**src/rtl/blocpu_run_sequencer.sv**
```systemverilog
// blocpu_run_sequencer
// Host-facing run controller for the blocpu core. Streams a program from the
// host into instruction memory while the core is held in reset. It then holds
// reset for BOOT_CYCLES more cycles, pulses core_run, and watches the run with
// a cycle watchdog. Finally it captures the exit code and the last debug output.
//
// Ports:
//   clock, reset         system clock; synchronous active-high reset
//   host_start           begin a load (honoured in IDLE or DONE only)
//   host_run_limit       watchdog limit, latched on an accepted host_start (0 = off)
//   host_word/_valid/_last, host_word_ready   program word stream
//   imem_write/_address/_data                 registered instruction memory write
//   core_reset, core_run                      core control
//   core_running, core_exit_code, core_output, core_output_strobe   core status
//   busy, done, timed_out, exit_code, last_output, cycles           run status
//   debug_state          current FSM state encoding
//
// Handshake: a word is transferred on every rising clock edge where
// host_word_valid and host_word_ready are both 1. host_word_ready depends only
// on the registered state, never on host_word_valid. The host must hold
// host_word and host_last stable while host_word_valid is high and the word
// has not yet been taken.
module blocpu_run_sequencer #(
  parameter int CPU_WIDTH         = 8,
  parameter int INSTRUCTION_WIDTH = CPU_WIDTH + 4,
  parameter int WATCHDOG_WIDTH    = 16,
  parameter int BOOT_CYCLES       = 2
) (
  input  logic                         clock,
  input  logic                         reset,
  input  logic                         host_start,
  input  logic [WATCHDOG_WIDTH-1:0]    host_run_limit,
  input  logic [INSTRUCTION_WIDTH-1:0] host_word,
  input  logic                         host_word_valid,
  input  logic                         host_last,
  output logic                         host_word_ready,
  output logic                         imem_write,
  output logic [CPU_WIDTH-1:0]         imem_address,
  output logic [INSTRUCTION_WIDTH-1:0] imem_data,
  output logic                         core_reset,
  output logic                         core_run,
  input  logic                         core_running,
  input  logic [CPU_WIDTH-1:0]         core_exit_code,
  input  logic [CPU_WIDTH-1:0]         core_output,
  input  logic                         core_output_strobe,
  output logic                         busy,
  output logic                         done,
  output logic                         timed_out,
  output logic [CPU_WIDTH-1:0]         exit_code,
  output logic [CPU_WIDTH-1:0]         last_output,
  output logic [WATCHDOG_WIDTH-1:0]    cycles,
  output logic [2:0]                   debug_state
);

  typedef enum logic [2:0] {
    S_IDLE = 3'd0,
    S_LOAD = 3'd1,
    S_BOOT = 3'd2,
    S_RUN  = 3'd3,
    S_DONE = 3'd4
  } state_t;

  localparam int BOOT_W = (BOOT_CYCLES > 1) ? $clog2(BOOT_CYCLES) : 1;
  localparam logic [BOOT_W-1:0] BOOT_LAST = BOOT_W'(BOOT_CYCLES - 1);

  state_t                      state;
  state_t                      next_state;
  logic [CPU_WIDTH-1:0]        load_ptr;
  logic [WATCHDOG_WIDTH-1:0]   run_limit;
  logic [BOOT_W-1:0]           boot_cnt;
  // High only during the first RUN cycle; core_running is not yet meaningful then.
  logic                        run_first;

  logic start_ok;
  logic word_accept;
  logic ptr_at_end;
  logic halt_exit;
  logic wd_exit;

  assign start_ok    = host_start && ((state == S_IDLE) || (state == S_DONE));
  assign word_accept = (state == S_LOAD) && host_word_valid;
  assign ptr_at_end  = (load_ptr == '1);
  assign halt_exit   = (state == S_RUN) && !run_first && !core_running;
  // Halt takes priority over the watchdog where both are true.
  assign wd_exit     = (state == S_RUN) && (run_limit != '0) && (cycles == run_limit);

  // State decode
  assign host_word_ready = (state == S_LOAD);
  assign core_reset      = (state != S_RUN);
  assign core_run        = (state == S_RUN) && run_first;
  assign busy            = (state == S_LOAD) || (state == S_BOOT) || (state == S_RUN);
  assign done            = (state == S_DONE);
  assign debug_state     = state;

  always_ff @(posedge clock) begin
    if (reset) begin
      state <= S_IDLE;
    end else begin
      state <= next_state;
    end
  end

  always_comb begin
    next_state = state;
    unique case (state)
      S_IDLE: if (start_ok) next_state = S_LOAD;
      S_LOAD: if (word_accept && (host_last || ptr_at_end)) next_state = S_BOOT;
      S_BOOT: if (boot_cnt == BOOT_LAST) next_state = S_RUN;
      S_RUN:  if (halt_exit || wd_exit) next_state = S_DONE;
      S_DONE: if (start_ok) next_state = S_LOAD;
      default: next_state = S_IDLE;
    endcase
  end

  always_ff @(posedge clock) begin
    if (reset) begin
      load_ptr     <= '0;
      run_limit    <= '0;
      boot_cnt     <= '0;
      run_first    <= 1'b0;
      imem_write   <= 1'b0;
      imem_address <= '0;
      imem_data    <= '0;
      timed_out    <= 1'b0;
      exit_code    <= '0;
      last_output  <= '0;
      cycles       <= '0;
    end else begin
      imem_write <= 1'b0;
      unique case (state)
        S_IDLE, S_DONE: begin
          if (start_ok) begin
            load_ptr    <= '0;
            run_limit   <= host_run_limit;
            timed_out   <= 1'b0;
            exit_code   <= '0;
            last_output <= '0;
            cycles      <= '0;
          end
        end
        S_LOAD: begin
          boot_cnt <= '0;
          if (word_accept) begin
            imem_write   <= 1'b1;
            imem_address <= load_ptr;
            imem_data    <= host_word;
            // Pointer stops at the top address; the load ends there instead of wrapping.
            if (!ptr_at_end) load_ptr <= load_ptr + CPU_WIDTH'(1);
          end
        end
        S_BOOT: begin
          boot_cnt  <= boot_cnt + BOOT_W'(1);
          run_first <= 1'b1;
        end
        S_RUN: begin
          run_first <= 1'b0;
          if (core_output_strobe) last_output <= core_output;
          if (halt_exit) begin
            exit_code <= core_exit_code;
            timed_out <= 1'b0;
          end else if (wd_exit) begin
            exit_code <= '1;
            timed_out <= 1'b1;
          end else if (cycles != '1) begin
            cycles <= cycles + WATCHDOG_WIDTH'(1);
          end
        end
        default: ;
      endcase
    end
  end

endmodule

```
**config.mk**
```make
export PLATFORM = sky130hd
export DESIGN_NAME = blocpu_run_sequencer
export DESIGN_NICKNAME = d
export VERILOG_FILES = /design/src/rtl/blocpu_run_sequencer.sv
export SDC_FILE = /design/constraint.sdc
export NUM_CORES = 1
export LEC_CHECK = 0
export CAP_MARGIN = 10
export CORE_AREA = 2 2 113 115
export CTS_CLUSTER_SIZE = 14
export DETAILED_ROUTE_END_ITERATION = 16
export DIE_AREA = 0 0 115 117
export PLACE_DENSITY = 0.56
export SLEW_MARGIN = 0
export SYNTH_ARGS = -nofsm -noshare
export SYNTH_HDL_FRONTEND = slang
export SYNTH_SLANG_ARGS = --single-unit
```
**constraint.sdc**
```tcl
create_clock -name clock -period 2.29 [get_ports clock]
set_input_delay 0.458 -clock clock [delete_from_list [all_inputs] [get_ports clock]]
set_output_delay 0.458 -clock clock [all_outputs]
set_load 0.1 [all_outputs]
```
==> run summary <==
H-tree depth -> 3
final worst-path cycle share -> 95.1%
post-synthesis cell area -> 0.00372 mm2
Post-synth EDFFs -> 0
crit path to -> cycles[4]
GRT Total Usage -> 16.9%
final setup vio count -> 0
core area -> 0.0123 mm2
fill cell count -> 1225
Hold WC Path Type -> reg2reg
share of power burned in registers -> 35.6%
routability cong. -> 0.852
Yosys warning total -> 0
hold depth -> 2
clock slew at reported path FFs -> 0.06 ns
Setup CP Type -> reg2reg
worst reg2reg path startpoint -> debug_state[2]
CP max FO -> 26
Syn Area/Cell -> 8.09 um2
Synth Flop Type -> dfxtp_1
clock skew -> 0.00563 ns
Compound-Gate Fraction of Synth Area -> 22.8%
Hold WS -> 0.460 ns
Top delay family on crit path -> simple AND/OR/NAND/NOR gates
Mapped Nets -> 513
vias in the first global route -> 3528
unrepaired setup endpoints after global routing -> false
Max IR drop VDD -> 396 uV
Final Power -> 0.00453 W
Post-CTS Repair Setup Buffers -> 0
vias per inst -> 5.01
Critical R2R Capture -> cycles[4]
area leader, netlist -> dfxtp_1
Simple-Gate Fraction of Synth Area -> 23.1%
fin util -> 44.0%
setup ws final -> 0.112 ns
largest net degree at the start of global routing -> 39
CP max stage delay -> 0.60 ns
layout cells sized above 1 -> 24.1%
Post-route DRC -> 0
DRT Wirelength -> 11000 um
Synth area leaders -> dfxtp_1 45%, nand2_1 9.4%, a21oi_1 7.8%
Post-Synth Adder-Cell Area -> 0.673%
clk root buf -> clkbuf_16
multiplexer share of the synthesized area -> 0%
hold_buf cts -> 0
Sw Pwr -> 0.00164 W
clock share of power -> 34.0%
Setup WS pre-CTS -> 0.0373 ns
Cells after Synth -> 460
global route overflow -> 0
CP endpoint kind -> flop
net switching fraction of the power -> 36.2%
number of port buffers -> 112
CTS buffer count -> 9
wire length per cell -> 15.0 um
Initial Utilization -> 30.2%
Final Non-Filler Cells -> 732
R2R depth -> 9
nets -> 630
Worst Path Arrival -> 2.40 ns
I/O pin count -> 113
max_cap viols -> 0
synth cell count leaders -> 93 x nand2_1, 83 x dfxtp_1, 58 x a21oi_1, 39 x nor2_1, 21 x clkbuf_1
fraction of registers with async set/reset -> 0%
XOR/XNOR Fraction of Synth Area -> 4.47%
pwr/cell area -> 835 mW/mm2
TritonCTS clock tree -> built
Power Internal -> 0.00289 W
Die X -> 115 um
Fmax -> 459 MHz
leakage -> 2.13 nW
FF+latch count, synth -> 83
Worst R2R Setup Slack -> 0.11 ns
maximum root-to-sink buffer count -> 2
first-pass GRT wire length -> 17900 um
ant diodes -> 0
die area -> 0.0135 mm2
initial antenna violation count -> 0
Least-Margin Pin Slew -> 0.704 ns
drt first-iter violations -> 116
Pins Over Slew Limit -> 0
hpwl dp -> 7920 um
antenna viol nets, final -> 0
area grow syn2layout -> 45.7%
placed insts -> 716
fin crit period -> 2.18 ns
final hold vios -> 0
slowest CP cell -> or4_4
Bufs and invs on worst path -> 2
status -> complete, no violations
power share of the combinational group -> 30.4%
CP startpoint -> debug_state[2]
CP Data Required Time -> 2.51 ns
cell with the most instances after synthesis -> nand2_1
share of the synthesized area in the top cell type -> 44.7%
number of clock sinks seen by CTS -> 83
post-CTS resize count -> 0
Worst path depth -> 9
Die Y -> 117 um
Synth cell types -> 56
insertion delay to the later sink of the worst-skew pair -> 0.34 ns
routed vias -> 3665
Slew Limit Headroom -> 53.1%
num rows -> 41
main combinational cell family by area after synthesis -> simple AND/OR/NAND/NOR gates
critical path, cell by cell -> nand2b_4, nor2_4, inv_2, nor4_2, nand4_1, or4_4, buf_4, a31oi_1, nor3_1
Worst setup SP type -> flop
Pre-antenna DRT Iters -> 4
sequential fraction of the synthesis area -> 44.7%
power by group through the flow:
stage	Clock [W]	Sequential [W]	Combinational, W
floorplan	0	0.00206	0.000570
global placement	0	0.00164	0.00137
detailed placement	0	0.00164	0.00138
CTS	0.00158	0.00161	0.00139
global route	0.00164	0.00163	0.00147
finish	0.00154	0.00161	0.00138
area by class of cell:
class	count	area [um2]	area share, %
multi-input cells	338	1970	36.3
flip-flops and latches	83	1700	31.4
repair buffers	134	1200	22.2
clock buffers	10	250	4.62
well taps	150	188	3.46
clock inverters	6	71.3	1.32
inverters	11	41.3	0.762
cell families after synthesis:
logic type / count (synthesis)
buffers and inverters: 39
xor gates and xnor gates: 19
DFF: 83
and+or+nand+nor: 190
adders and majority gates: 2
AOI/OAI and AO/OA: 127
state kept, by name, summed over array words and instances, names as in the netlist, 3 cells and up:
register      cells
cycles           16
run_limit        16
imem_data        12
exit_code         8
imem_address      8
last_output       8
load_ptr          8
debug_state       3
placed cells by master (no fill, tap or decap), types with 8 or more instances in the layout:
cell,Yosys,final
a21oi_1,58,58
a22oi_1,8,8
buf_4,0,78
clkbuf_16,0,10
clkdlybuf4s50_1,0,49
dfxtp_1,83,65
dfxtp_2,0,11
inv_1,10,10
nand2_1,93,92
nor2_1,39,37
nor3_1,13,13
o21a_1,11,10
o21ai_0,9,9
xor2_1,14,14
tightest hold or removal path, stage by stage, from the launching register on:
cell     delay [ns]
dfxtp_1        0.31
nand2_1        0.05
a21oi_1        0.05
layer usage:
metal | vias to the layer above | GRT usage [%] | part of all wire (%)
li1 | 1850 | - | -
met1 | 1729 | 22.6 | 47
met2 | 73 | 27.1 | 47
met3 | 13 | 3.66 | 4.8
met4 | 0 | 5.94 | 1.5
met5 | - | 0 | 0
worst min path at each step:
stage | start | endpoint | slack (ns)
2_1_floorplan | load_ptr[7] | imem_address[7] | 0.46
3_3_place_gp | imem_data[3] | imem_data[3] | 0.44
3_5_place_dp | imem_data[2] | imem_data[2] | 0.45
4_1_cts | imem_data[1] | imem_data[1] | 0.46
5_1_grt | imem_address[3] | imem_address[3] | 0.48
6_report | imem_data[2] | imem_data[2] | 0.46
metrics by stage:
| step | instance area [um2] | TNS, ns |
|---|---|---|
| after floorplan | 3840 | -1.56 |
| after global placement | 5090 | 0 |
| after detailed placement | 5090 | 0 |
| after CTS | 5410 | 0 |
| after global routing | 5420 | 0 |
| final | 5420 | 0 |
Note: power is estimated with default switching activity, not from simulation.
